`src/rtl/timer_set_ctrl.sv`:
```
// Front-panel controller for a chain of BCD timer digit counters: button edges -> presets, run control, expiry.
// Optional TIMER_SET_AUTOREPEAT_EN adds hold-to-repeat on inc/dec while editing.
module timer_set_ctrl #(
  parameter int unsigned DIGITS      = 4,
  parameter logic [3:0]  MAX_DIGIT   = 4'd9,
  parameter logic [15:0] REPEAT_DLY  = 16'd500,
  parameter logic [15:0] REPEAT_RATE = 16'd100
) (
  input  logic                  Clk,
  input  logic                  reset,
  input  logic                  btn_mode,
  input  logic                  btn_inc,
  input  logic                  btn_dec,
  input  logic                  btn_run,
  input  logic                  btn_clear,
  input  logic                  dir_sel,
  input  logic [4*DIGITS-1:0]   Count_in,
  output logic [4*DIGITS-1:0]   Init_value,
  output logic                  set_time,
  output logic                  start,
  output logic                  pause,
  output logic                  stop,
  output logic                  UpOrDown,
  output logic [2:0]            sel_digit,
  output logic [1:0]            state_o,
  output logic                  expired
);

  typedef enum logic [1:0] {
    ST_SET  = 2'b00,
    ST_RUN  = 2'b01,
    ST_HOLD = 2'b10,
    ST_DONE = 2'b11
  } state_t;

  localparam logic [2:0] LAST_SEL = 3'(DIGITS - 1);

  state_t     state_q, state_d;
  logic [3:0] init_q [DIGITS];
  logic [3:0] init_d [DIGITS];
  logic [2:0] sel_q, sel_d;
  logic       set_time_q, set_time_d;
  logic       start_q, start_d;
  logic       pause_q, pause_d;
  logic       stop_q, stop_d;
  logic       updown_q, updown_d;
  logic       expired_q, expired_d;
  logic       first_q, first_d;
  logic [4:0] prev_q, prev_d;

  logic       e_run, e_clear, e_mode, e_inc, e_dec;
  logic       presets_zero;
  logic       run_go;
  logic       rpt_step;
  logic [3:0] cur_digit;

  assign e_run   = btn_run   & ~prev_q[4];
  assign e_clear = btn_clear & ~prev_q[3];
  assign e_mode  = btn_mode  & ~prev_q[2];
  assign e_inc   = btn_inc   & ~prev_q[1];
  assign e_dec   = btn_dec   & ~prev_q[0];

`ifdef TIMER_SET_AUTOREPEAT_EN
  logic [15:0] hold_q, hold_d;
  logic        rep_q, rep_d;

  // rep_q selects the interval: REPEAT_DLY before the first repeat, REPEAT_RATE after.
  always_comb begin
    hold_d   = '0;
    rep_d    = 1'b0;
    rpt_step = 1'b0;
    if (state_q == ST_SET && (btn_inc ^ btn_dec)) begin
      if (e_inc | e_dec) begin
        hold_d = 16'd1;
      end else if ((!rep_q && hold_q == REPEAT_DLY) || (rep_q && hold_q == REPEAT_RATE)) begin
        rpt_step = 1'b1;
        hold_d   = 16'd1;
        rep_d    = 1'b1;
      end else begin
        hold_d = hold_q + 16'd1;
        rep_d  = rep_q;
      end
    end
  end

  always_ff @(posedge Clk or posedge reset) begin
    if (reset) begin
      hold_q <= '0;
      rep_q  <= 1'b0;
    end else begin
      hold_q <= hold_d;
      rep_q  <= rep_d;
    end
  end
`else
  logic unused_repeat;
  assign unused_repeat = ^{REPEAT_DLY, REPEAT_RATE};
  assign rpt_step      = 1'b0;
`endif

  always_comb begin
    presets_zero = 1'b1;
    cur_digit    = '0;
    for (int unsigned i = 0; i < DIGITS; i++) begin
      if (init_q[i] != '0) presets_zero = 1'b0;
      if (sel_q == 3'(i)) cur_digit = init_q[i];
    end
  end

  // A refused run edge (down-count from all-zero presets) lets lower-priority edges through.
  assign run_go = e_run && (updown_q || !presets_zero);

  always_comb begin
    state_d    = state_q;
    init_d     = init_q;
    sel_d      = sel_q;
    set_time_d = 1'b0;
    start_d    = start_q;
    pause_d    = pause_q;
    stop_d     = stop_q;
    updown_d   = updown_q;
    expired_d  = expired_q;
    first_d    = 1'b0;
    prev_d     = {btn_run, btn_clear, btn_mode, btn_inc, btn_dec};

    unique case (state_q)
      ST_SET: begin
        updown_d = dir_sel;
        if (run_go) begin
          state_d = ST_RUN;
          start_d = 1'b1;
          pause_d = 1'b0;
          first_d = 1'b1;
        end else if (e_clear) begin
          for (int unsigned i = 0; i < DIGITS; i++) init_d[i] = '0;
          sel_d      = '0;
          set_time_d = 1'b1;
        end else if (e_mode) begin
          sel_d = (sel_q == LAST_SEL) ? '0 : sel_q + 3'd1;
        end else if ((e_inc ^ e_dec) || rpt_step) begin
          for (int unsigned i = 0; i < DIGITS; i++) begin
            if (sel_q == 3'(i)) begin
              if ((e_inc ^ e_dec) ? e_inc : btn_inc)
                init_d[i] = (cur_digit == MAX_DIGIT) ? '0 : cur_digit + 4'd1;
              else
                init_d[i] = (cur_digit == '0) ? MAX_DIGIT : cur_digit - 4'd1;
            end
          end
          set_time_d = 1'b1;
        end
      end
      ST_RUN: begin
        if (e_run) begin
          state_d = ST_HOLD;
          pause_d = 1'b1;
        end else if (e_clear) begin
          state_d    = ST_SET;
          start_d    = 1'b0;
          pause_d    = 1'b0;
          set_time_d = 1'b1;
        end else if (!first_q && !updown_q && Count_in == '0) begin
          state_d   = ST_DONE;
          start_d   = 1'b0;
          stop_d    = 1'b1;
          expired_d = 1'b1;
        end
      end
      ST_HOLD: begin
        if (e_run) begin
          state_d = ST_RUN;
          pause_d = 1'b0;
          first_d = 1'b1;
        end else if (e_clear) begin
          state_d    = ST_SET;
          start_d    = 1'b0;
          pause_d    = 1'b0;
          set_time_d = 1'b1;
        end
      end
      ST_DONE: begin
        if (e_clear) begin
          state_d    = ST_SET;
          stop_d     = 1'b0;
          expired_d  = 1'b0;
          set_time_d = 1'b1;
        end
      end
      default: state_d = ST_SET;
    endcase
  end

  always_ff @(posedge Clk or posedge reset) begin
    if (reset) begin
      state_q    <= ST_SET;
      for (int unsigned i = 0; i < DIGITS; i++) init_q[i] <= '0;
      sel_q      <= '0;
      set_time_q <= 1'b0;
      start_q    <= 1'b0;
      pause_q    <= 1'b0;
      stop_q     <= 1'b0;
      updown_q   <= 1'b1;
      expired_q  <= 1'b0;
      first_q    <= 1'b0;
      prev_q     <= '0;
    end else begin
      state_q    <= state_d;
      init_q     <= init_d;
      sel_q      <= sel_d;
      set_time_q <= set_time_d;
      start_q    <= start_d;
      pause_q    <= pause_d;
      stop_q     <= stop_d;
      updown_q   <= updown_d;
      expired_q  <= expired_d;
      first_q    <= first_d;
      prev_q     <= prev_d;
    end
  end

  always_comb begin
    Init_value = '0;
    for (int unsigned i = 0; i < DIGITS; i++) Init_value[4*i +: 4] = init_q[i];
  end

  assign set_time  = set_time_q;
  assign start     = start_q;
  assign pause     = pause_q;
  assign stop      = stop_q;
  assign UpOrDown  = updown_q;
  assign sel_digit = sel_q;
  assign state_o   = state_q;
  assign expired   = expired_q;

endmodule

```
`config.mk`:
```
export PLATFORM = sky130hd
export DESIGN_NAME = timer_set_ctrl
export DESIGN_NICKNAME = d
export VERILOG_FILES = /design/src/rtl/timer_set_ctrl.sv
export SDC_FILE = /design/constraint.sdc
export NUM_CORES = 1
export LEC_CHECK = 0
export CAP_MARGIN = 20
export CELL_PAD_IN_SITES_DETAIL_PLACEMENT = 1
export CELL_PAD_IN_SITES_GLOBAL_PLACEMENT = 2
export CORE_MARGIN = 8
export CORE_UTILIZATION = 30
export CTS_CLUSTER_SIZE = 28
export DETAILED_ROUTE_END_ITERATION = 10
export HOLD_SLACK_MARGIN = 0.1
export PLACE_DENSITY_LB_ADDON = 0.25
export SYNTH_ARGS = -nofsm -noshare
export SYNTH_HDL_FRONTEND = slang
export SYNTH_SLANG_ARGS = --single-unit
```
`constraint.sdc`:
```
create_clock -name Clk -period 3.3 [get_ports Clk]
set_input_delay 0.33 -clock Clk [delete_from_list [all_inputs] [get_ports Clk]]
set_output_delay 0.33 -clock Clk [all_outputs]
set_load 0.01 [all_outputs]
```
======== Word level (Yosys, flattened, before mapping) ========
Cells that the tools add are included.
operators by class
  $add $sub $neg .......................... 3
  equal/unequal tests ..................... 17
  multiplexer cells ....................... 55
  bitwise logic cells ..................... 12
  reductions and logical operators ........ 33
operators by type and width
  cell                                                 number
  two-way mux 16 bit                                   3
  two-way mux 4 bit                                    11
  two-way mux 1 bit                                    26
  AND reduction 5 bit                                  5
  logical NOT 16 bit                                   1
  inequality test 2 bit, second input constant         8
  nonzero test 4 bit                                   4
  nonzero test 2 bit                                   7
  two-way mux 2 bit                                    6
  two-way mux 3 bit                                    3
  case mux 1 bit (3 select lines)                      3
  case mux 2 bit (4 select lines)                      1
  equality test 3 x 2 -> 1 bit, second input constant  2
  NOT 1 bit                                            6
  AND reduction 6 bit                                  1
  AND 1 bit                                            5
  adder 4 x 1 -> 4 bit, second input constant          1
  equality test 2 bit, second input constant           2
  equality test 4 bit, second input constant           1
  logical NOT 4 bit                                    1
  inequality test 4 bit, second input constant         1
  case mux 1 bit (2 select lines)                      2
  AND reduction 2 bit                                  2
  subtractor 4 x 1 -> 4 bit, second input constant     1
  other kinds (13)                                     17
word-level totals
  bits in registers ....................... 32
  bits of input ports ..................... 24
  output and inout port bits .............. 27
  word-level logic and storage cells ...... 133

======== Depth between registers and ports, before layout ========
  depth in word-level cells ............... 12
  depth in mapped cells ................... 10
  mapped depth without buffers ............ 8

======== Least setup slack after synthesis ========
OpenSTA, ideal clock, no wires.
  path kind ............................... reg2reg
  from .................................... register sel_q[0], in the netlist sel_digit[0]
  to ...................................... register init_q, in the netlist Init_value[11]
  arrival time ............................ 2.257 ns
  required time ........................... 3.218 ns
  setup slack ............................. 0.961 ns
  cell stages (with the launch flop) ...... 11
  path buffers ............................ 2
  cell sequence ........................... dfrtp_1 > inv_1 > ha_1 > clkbuf_2 > nor3b_1 > a211o_1 > buf_6 > or4_1 > a21oi_1 > o21ai_2 > a31oi_1
between the ends
  word-level cells in the longest chain between the ends .. 12
RTL lines
  element                                                  line      RTL
  start, declared                                          41        logic [2:0] sel_q, sel_d;
  start signal, assigned                                   208       sel_q <= sel_d;
  logical NOT 3 bit                                        106       if (sel_q == 3'(i)) cur_digit = init_q[i];
  two-way mux 4 bit (4 in a row)                           106
  subtractor 4 x 1 -> 4 bit, or another cell as far along  146       init_d[i] = (cur_digit == '0) ? MAX_DIGIT : cur_digit - 4'd1;
  two-way mux 4 bit (on tied branches)                     146, 144
  two-way mux 4 bit                                        143       if ((e_inc ^ e_dec) ? e_inc : btn_inc)
  two-way mux 4 bit                                        142       if (sel_q == 3'(i)) begin
  two-way mux 16 bit                                       140       end else if ((e_inc ^ e_dec) || rpt_step) begin
  two-way mux 16 bit                                       138       end else if (e_mode) begin
  two-way mux 16 bit                                       134       end else if (e_clear) begin
  end signal, assigned                                     207       init_q <= init_d;
  end, declared                                            39        logic [3:0] init_q [DIGITS];
Parallel ways exist; a longest one is shown, timed or not. The select of a mux whose other input is x is not followed.
A chain may end at the register's enable or synchronous reset.

======== Worst setup path after layout ========
  from .................................... register sel_q[1], in the netlist sel_digit[1]
  to ...................................... register init_q, in the netlist Init_value[3]
between the ends
  word-level cells in the longest chain between the ends .. 12
RTL lines
  element                                                  line
  logical NOT 3 bit                                        106, 142
  two-way mux 4 bit (4 in a row)                           106
  subtractor 4 x 1 -> 4 bit, or another cell as far along  146
  two-way mux 4 bit (on tied branches)                     146, 144
  two-way mux 4 bit                                        143
  two-way mux 4 bit                                        142
  two-way mux 16 bit                                       140
  two-way mux 16 bit                                       138
  two-way mux 16 bit                                       134
Parallel ways exist; a longest one is shown, timed or not. The select of a mux whose other input is x is not followed.

==> flow_metrics.tcl <==
set metrics [dict create \
    hp-class "in2async" \
    synth.cells.most_frequent "dfrtp_1, nor2_1, a21oi_1, mux2_2, nand2_1" \
    synth_edf_count 0 \
    rsz0062_at_grt "no" \
    synth-seq-cells 32 \
    syn_avg_cell_area_um2 10.02 \
    final.min_clock_period_ns 2.570 \
    rows 29 \
    dp_slack_ns 0.7102 \
    ir_drop_mv 0.4329 \
    core_region_area_um2 6422 \
    cts-resized-gates 0 \
    slowest_stage "a211oi_1" \
    area_growth_pct 33.92 \
    cp-end-kind "flop" \
    leakage_uw 0.001129 \
    use_met3_pct 4.441 \
    drc 0 \
    cpPeakStageDelay_ns 0.69 \
    slew_viol_final 0 \
    grt_usage_pct 13.65 \
    clock_latency_ns 0.29 \
    antenna_found_initial 0 \
    synth_top_area_cell "dfrtp_1" \
    gr-usage-met1_pct 16.84 \
    cp_common_cell "a211oi_1" \
    final_nets 285 \
    clk_pin_slew_ns 0.07 \
    diodes 0 \
    cts_made_buffers 5 \
    fin_area_um2 2683 \
    synth_most_common_cell "dfrtp_1" \
    p_per_area_nw_per_um2 1025 \
    dr_total_vias 1767 \
    viasPerCell 5.338 \
    drtIter0Drc 43 \
    dp.final_hpwl_um 4772 \
    cts_buffer_depth 2 \
    worstMarginPinSlew_ns 0.7558 \
    drtAntennaViolNets 0 \
    numClockSinks 32 \
    async_flop_share_pct 100.0 \
    synth_cell_types 49 \
    cp-start-kind "flop" \
    critPathRequiredTime_ns 3.45 \
    skew_ns 0.006139 \
    die_h_um 97.72 \
    drive_above_1_share_pct 13.39 \
    arrival_ns 2.72 \
    path_cells "ha_1, a211oi_1, a211oi_1, a21oi_1, o21ai_0, a31oi_1" \
    wl_per_cell_um 19.39 \
    critPathKind "reg2reg" \
    fin_crit_sh_pct 77.88 \
    start_util_pct 31.19 \
    setup_ws_ns 0.7298 \
    clockRootBuffer "clkbuf_8" \
    first_pass_iters 4 \
    ys_seq_area_share_pct 40.04 \
    syn_inst 200 \
    globalRouteMet2Util_pct 22.25 \
    grt_pass1_wl_um 10360 \
    fmax_mhz 389.1 \
    busiest_layer "met2" \
    fp.dieArea_um2 9548 \
    gp_congestion 0.7666 \
    cts_hold_buf 0 \
    synthTopCellsByArea "dfrtp_1, mux2_2, ha_1" \
    fin_tns_setup_ns 0 \
    htreeDepth 2 \
    cap_violations 0 \
    synth_top_area_share_pct 38.73 \
    cts_tree "yes" \
    dpl_cell_area_um2 2575 \
    ios 51 \
    drt_wl_total_um 6419 \
    setup_viol 0 \
    fillers 731 \
    synth_nets 232 \
    die_width_um 97.72 \
    max_slew_margin_pct 49.31 \
    synthesis.area_um2 2003 \
    synth_ff_type "dfrtp_1" \
    run_status "complete, no violations" \
    crit_fanout 14 \
    yosys_warnings 0 \
    grt_max_degree 33 \
    post-cts-setup-buffers 0 \
    grt_pass1_vias 1871 \
    io_buffers 50 \
    overflow 0 \
    finalHoldViolations 0 \
]
-- critical path, delay by kind of cell (launching register included) --
family / cells / cell delay [ns]
AOI/OAI and AO/OA: 5 / 1.55
adders and majority gates: 1 / 0.47
DFF: 1 / 0.41
-- flip-flops by register name, indices dropped and copies added, names as in the netlist --
signal	count
pause	1
set_time	1
start	1
sel_digit	3
expired	1
Init_value	16
UpOrDown	1
state_o	2
prev_q	5
first_q	1
-- layout make-up --
cell class                 instances  area [µm²]  share of cell area, %
clock buffer                       6       72.57                  2.705
clock inverter                     2       35.03                  1.306
inverter                           9       33.78                  1.259
multi-input combinational        151        1112                  41.46
sequential                        32       802.0                  29.90
tap                               77       96.34                  3.591
timing repair buffer              54       530.5                  19.78
-- worst paths after layout --
path                            slack [ns]  depth (start not counted)            end    startpoint
worst max-delay path                  0.73                          6  Init_value[3]  sel_digit[1]
min in group Clk                      0.52                          1      prev_q[0]       btn_dec
worst min-delay path                  0.43                          3      prev_q[0]         reset
max in group asynchronous             2.54                          3       UpOrDown         reset
worst max register to register        0.73                          6  Init_value[3]  sel_digit[1]
worst min register to register        0.52                          2        expired       expired
-- kinds of logic after synthesis --
kind of cell	count (synthesis)	share of synthesized area, %
mux	14	7.808
flops	32	40.04
xor+xnor	3	1.312
simple gates	79	24.74
compound gates	47	16.68
fa+ha+maj	8	4.997
buf+inv	17	4.434
-- per-layer routing --
| metal | part of all wire, % | up-vias |
|---|---|---|
| met2 | 46 | 44 |
| met5 | 0 | - |
| met4 | 0.97 | 0 |
| met1 | 48 | 873 |
| li1 | - | 844 |
| met3 | 5.9 | 6 |
-- placed cells by master, fill, tap and decap left out, drive strengths merged, types with 5 or more instances in the layout --
cell           instances
a211oi                 6
a21oi                 13
clkbuf                 6
clkdlybuf4s50         50
dfrtp                 31
ha                     8
inv                    9
mux2                  13
nand2                 10
nand2b                 5
nand3                  5
nor2                  16
nor2b                  8
nor3                   5
nor3b                  5
nor4                   7
o21ai                  8
-- per-stage QoR --
stage / utilization (%) / total power (µW) / hold WS, ns / cells
after CTS: 41.77 / 2774 / 0.4583 / 331
after global routing: 41.77 / 2952 / 0.4929 / 331
after floorplan: - / 1752 / 0.3614 / 200
final: 41.77 / 2750 / 0.4315 / 331
after global placement: 40.09 / 2356 / 0.5091 / 323
after detailed placement: 40.09 / 2379 / 0.5164 / 323
-- power by group --
part | switching, µW | internal (µW)
logic | 830 | 775
clock network | 161 | 224
registers | 206 | 554
No activity file was read; power rests on OpenSTA's default activity.
==> patch 1 (config.mk and constraints unchanged) <==
The parameter `DIGITS` goes from 4 to 8.
--- a/src/rtl/timer_set_ctrl.sv
+++ b/src/rtl/timer_set_ctrl.sv
@@ -3,3 +3,3 @@
 module timer_set_ctrl #(
-  parameter int unsigned DIGITS      = 4,
+  parameter int unsigned DIGITS      = 8,
   parameter logic [3:0]  MAX_DIGIT   = 4'd9,
Ports: changed (resized Count_in and Init_value); port bits go from 51 to 83. No check against the original RTL was run, so the function may have changed too.
==> patch 1 against the unedited design <==
Clock power is 6.5% lower. Cell area increased by 45%. Fmax shrank 12%. Count of clock-buffer cells in the layout unchanged. Wire length up 57%. Non-clock buffer count up 36. Area after synthesis rose by 40%. Die area grew 33%. Clock skew up 5.9 ps. Global-route usage up 2.6 points. Sequential cell count grew 16. Power up 23%. Sequential share of layout area rose by 1.1 points. Setup slack got worse by 340 ps. Critical path type unchanged. Highest routed layer unchanged.
==> patch 1: results (changes against the unedited design) <==
<table>
<tr><th>Metric</th><th>Value</th></tr>
<tr><th colspan="2">Outcome</th></tr>
<tr><td>Result of the run</td><td>complete, no violations (unchanged)</td></tr>
<tr><th colspan="2">STA</th></tr>
<tr><td>Actual transition at the worst max-transition pin</td><td>544 ps (was 756 ps)</td></tr>
<tr><td>Clk_skew</td><td>12.0 ps (was 6.14 ps)</td></tr>
<tr><th colspan="2">Pwr</th></tr>
<tr><td>Leakage power of the design</td><td>1.63 nW (was 1.13 nW)</td></tr>
<tr><td>Worst IR Drop VDD</td><td>0.429 mV (was 0.433 mV)</td></tr>
<tr><th colspan="2">Route</th></tr>
<tr><td>1st-iter DRT viols</td><td>112 (was 43)</td></tr>
<tr><td>Average detailed-routed wire length per instance</td><td>20.3 um (was 19.4 um)</td></tr>
<tr><th colspan="2">Worst setup path</th></tr>
<tr><td>Maximum fanout along the worst path</td><td>8 (was 14)</td></tr>
<tr><td>Cell type of the slowest stage on the worst timing path</td><td>sky130_fd_sc_hd__dfrtp_1 (was sky130_fd_sc_hd__a211oi_1)</td></tr>
<tr><td>CP Data Arrival Time</td><td>3100 ps (was 2720 ps)</td></tr>
<tr><th colspan="2">Layout</th></tr>
<tr><td>Largest register FFs</td><td>32 (was 16)</td></tr>
<tr><td>Layout cells sized above 1</td><td>11.2% (was 13.4%)</td></tr>
<tr><td>Final Net Count</td><td>434 (was 285)</td></tr>
<tr><th colspan="2">Clocking</th></tr>
<tr><td>Clock transition at path regs</td><td>100 ps (was 70 ps)</td></tr>
<tr><th colspan="2">Synthesis</th></tr>
<tr><td>Top cell types by occurrence after synthesis</td><td>sky130_fd_sc_hd__dfrtp_1, sky130_fd_sc_hd__nand2_1, sky130_fd_sc_hd__nor2_1 (was sky130_fd_sc_hd__dfrtp_1, sky130_fd_sc_hd__nor2_1, sky130_fd_sc_hd__a21oi_1, sky130_fd_sc_hd__mux2_2, sky130_fd_sc_hd__nand2_1)</td></tr>
<tr><td>Synthesized Nets</td><td>345 (was 232)</td></tr>
<tr><th colspan="2">Place</th></tr>
<tr><td>Inst Count DP</td><td>487 (was 323)</td></tr>
<tr><td>Post-Place Worst Slack</td><td>450 ps (was 710 ps)</td></tr>
<tr><td>Total of buffers placed on input and output ports</td><td>82 (was 50)</td></tr>
<tr><th colspan="2">Global route</th></tr>
<tr><td>Total global-route track usage</td><td>16.2% (was 13.6%)</td></tr>
</table>
patch 1: cell families after synthesis:
| family | synth area share (%) |
|---|---|
| compound gates | 21.2 |
| mux | 5.14 |
| fa+ha+maj | 4.47 |
| simple gates | 21.7 |
| flops | 42.9 |
| buf+inv | 3.31 |
| xor+xnor | 1.25 |
patch 1: final timing paths:
check	from	end	slack [ps]	cells past startpoint
max	sel_digit[0]$_DFFE_PP0P_	Init_value[14]$_DFFE_PP0P_	390	10
min	reset	pause$_DFFE_PP0P_	360	2
max reg2reg	sel_digit[0]$_DFFE_PP0P_	Init_value[14]$_DFFE_PP0P_	390	10
min reg2reg	start$_DFFE_PP0P_	start$_DFFE_PP0P_	540	2
max in group asynchronous	reset	UpOrDown$_DFFE_PP1P_	2330	3
min in group Clk	btn_mode	prev_q[2]$_DFF_PP0_	470	1
patch 1: cell type report:
cell class / count / area, um2
Inverter: 14 / 52.6
Clock buffer: 6 / 72.6
Sequential cell: 48 / 1200
Timing Repair Buffer: 90 / 893
Fill cell: 1065 / 5270
Clock inverter: 2 / 16.3
Multi-Input combinational cell: 225 / 1510
Tap cell: 111 / 139
patch 1: layer usage:
metal / vias to the layer above / track usage (%) / wire length [um]
met5: - / 0 / 0
met4: 0 / 5.31 / 178
met3: 13 / 4.03 / 610
met2: 84 / 26.1 / 4480
met1: 1314 / 20.7 / 4790
li1: 1258 / - / -
patch 1: power breakdown:
part	switching (mW)	internal, mW	leakage, nW
Clock	0.209	0.151	0.0414
Sequential	0.270	0.792	0.622
Combinational	1.03	0.937	0.969
Total	1.51	1.88	1.63
patch 1: worst max-delay path: cells and delay by family (launching register included):
kind | cells | cell delay (ps)
AO/OA/AOI/OAI | 5 | 930
adder cells (fa/ha/maj) | 2 | 540
flip-flops | 1 | 450
AND/OR/NAND/NOR | 3 | 870
==> patch 2 (config.mk and constraints unchanged) <==
Made on the original files. Register the output `Init_value`, without a reset; this adds one clock of latency there. The other outputs are not delayed to match.
--- a/src/rtl/timer_set_ctrl.sv
+++ b/src/rtl/timer_set_ctrl.sv
@@ -37,2 +37,4 @@
 
+  logic [4*DIGITS-1:0] Init_value_d;
+
   state_t     state_q, state_d;
@@ -220,4 +222,4 @@
   always_comb begin
-    Init_value = '0;
-    for (int unsigned i = 0; i < DIGITS; i++) Init_value[4*i +: 4] = init_q[i];
+    Init_value_d = '0;
+    for (int unsigned i = 0; i < DIGITS; i++) Init_value_d[4*i +: 4] = init_q[i];
   end
@@ -233,2 +235,6 @@
 
+  always_ff @(posedge Clk) begin
+    Init_value <= Init_value_d;
+  end
+
 endmodule
Behaviour: not the same (a bounded check fails within 4 cycles, from zero or initial values and one cycle with reset high).
==> patch 2 against the unedited design <==
Count of clock-buffer cells in the layout stayed put. Power is 0.33% lower. Combinational power is 11% lower. Cell area is 11% higher. Wire length is 3.3% lower. Critical path type unchanged. Setup slack worse by 1.9 ps. Sequential power is 26% higher. Sequential cell count is 16 higher. Area after synthesis is 14% higher.
==> patch 2: results (changes against the unedited design) <==
<table>
<tr><th>Metric</th><th>Value</th></tr>
<tr><th colspan="2">Outcome</th></tr>
<tr><td>Result of the run</td><td>complete, no violations (unchanged)</td></tr>
<tr><th colspan="2">Global route</th></tr>
<tr><td>Total global-route track usage</td><td>12.6% (was 13.6%)</td></tr>
<tr><td>Met1 track demand over resource in global routing</td><td>16.0% (was 16.8%)</td></tr>
<tr><td>Met2 Track Usage GR</td><td>20.6% (was 22.2%)</td></tr>
<tr><th colspan="2">Place</th></tr>
<tr><td>GPL Wtd Cong</td><td>0.769 (was 0.767)</td></tr>
<tr><td>Post-Place Worst Slack</td><td>620 ps (was 710 ps)</td></tr>
<tr><td>HPWL reported at the end of detailed placement</td><td>4800 um (was 4770 um)</td></tr>
<tr><th colspan="2">Layout</th></tr>
<tr><td>Final Net Count</td><td>307 (was 285)</td></tr>
<tr><td>Layout cells sized above 1</td><td>10.9% (was 13.4%)</td></tr>
<tr><td>Layout filler cell count</td><td>853 (was 731)</td></tr>
<tr><td>Number of standard cells in the layout, taps in and fillers out</td><td>375 (was 331)</td></tr>
<tr><th colspan="2">Route</th></tr>
<tr><td>Total length of routed wires</td><td>6210 um (was 6420 um)</td></tr>
<tr><td>Met1 Wirelength</td><td>2940 um (was 3060 um)</td></tr>
<tr><td>Wire length on met2</td><td>2900 um (was 2920 um)</td></tr>
<tr><td>Vias</td><td>1853 (was 1767)</td></tr>
<tr><th colspan="2">STA</th></tr>
<tr><td>Headroom to the max-slew limit</td><td>57.7% (was 49.3%)</td></tr>
<tr><td>Clk_skew</td><td>5.18 ps (was 6.14 ps)</td></tr>
<tr><th colspan="2">Synthesis</th></tr>
<tr><td>Top cell types by occurrence after synthesis</td><td>sky130_fd_sc_hd__dfrtp_1, sky130_fd_sc_hd__nand2_1, sky130_fd_sc_hd__dfxtp_1 (was sky130_fd_sc_hd__dfrtp_1, sky130_fd_sc_hd__nor2_1, sky130_fd_sc_hd__a21oi_1, sky130_fd_sc_hd__mux2_2, sky130_fd_sc_hd__nand2_1)</td></tr>
<tr><td>Multiplexer share of the synthesized area</td><td>4.95% (was 7.81%)</td></tr>
<tr><td>Async set-reset flop share out of synthesis</td><td>66.7% (was 100%)</td></tr>
<tr><td>Main area contributors after synthesis</td><td>sky130_fd_sc_hd__dfrtp_1, sky130_fd_sc_hd__dfxtp_1, sky130_fd_sc_hd__ha_1 (was sky130_fd_sc_hd__dfrtp_1, sky130_fd_sc_hd__mux2_2, sky130_fd_sc_hd__ha_1)</td></tr>
<tr><td>Compound-cell area share of the yosys netlist</td><td>17.8% (was 16.7%)</td></tr>
<tr><td>Synthesized-area fraction occupied by adder cells</td><td>4.40% (was 5.00%)</td></tr>
<tr><th colspan="2">Worst setup path</th></tr>
<tr><td>Largest delay contributor family on the critical path</td><td>simple AND/OR/NAND/NOR gates (was compound AO/OA/AOI/OAI gates)</td></tr>
<tr><td>Max incr delay on CP</td><td>540 ps (was 690 ps)</td></tr>
<tr><th colspan="2">Clocking</th></tr>
<tr><td>Clock transition at path regs</td><td>90 ps (was 70 ps)</td></tr>
</table>
patch 2: cell count changes after synthesis, sizes merged, moves of 5 or more:
cell / unedited run / this run
a21oi: 13 / 7
nand2: 10 / 26
dfxtp: 0 / 16
a211oi: 6 / 0
a221oi: 0 / 5
o21ai: 8 / 14
a21o: 0 / 5
patch 2: worst paths after layout:
kind	startpoint	end	cells past startpoint	slack, ps
max in group asynchronous	reset	UpOrDown$_DFFE_PP1P_	3	2550
worst max register to register	Init_value_d[14]$_DFFE_PP0P_	Init_value_d[5]$_DFFE_PP0P_	7	730
min in group Clk	Init_value_d[4]$_DFFE_PP0P_	Init_value[4]$_DFF_P_	0	440
worst max-delay path	Init_value_d[14]$_DFFE_PP0P_	Init_value_d[5]$_DFFE_PP0P_	7	730
worst min register to register	Init_value_d[4]$_DFFE_PP0P_	Init_value[4]$_DFF_P_	0	440
worst min-delay path	reset	Init_value_d[4]$_DFFE_PP0P_	3	420
patch 2: through the flow:
step | hold slack (ps) | instance area (um2)
after floorplan | 361 | 2280
after global placement | 417 | 2880
after detailed placement | 422 | 2880
after CTS | 439 | 2970
after global routing | 463 | 2970
final | 422 | 2970
patch 2: power breakdown:
part	leakage (nW)	internal, mW	total (mW)	switching [mW]
Combinational	0.626	0.653	1.42	0.763
Clock	0.0434	0.170	0.370	0.200
Sequential	0.537	0.793	0.955	0.162
patch 2: layout make-up:
cell class                 instances  area share, %
inverter                          11           1.39
clock inverter                     2          0.505
timing repair buffer              53           17.6
tap                               99           4.17
multi-input combinational        156           35.8
clock buffer                       6           2.78
sequential                        48           37.8
patch 2: worst reg2reg max path, delay by kind of cell (launching register included):
kind,cells,cell delay (ps)
compound gates,3,790
flops,1,420
simple gates,4,1300
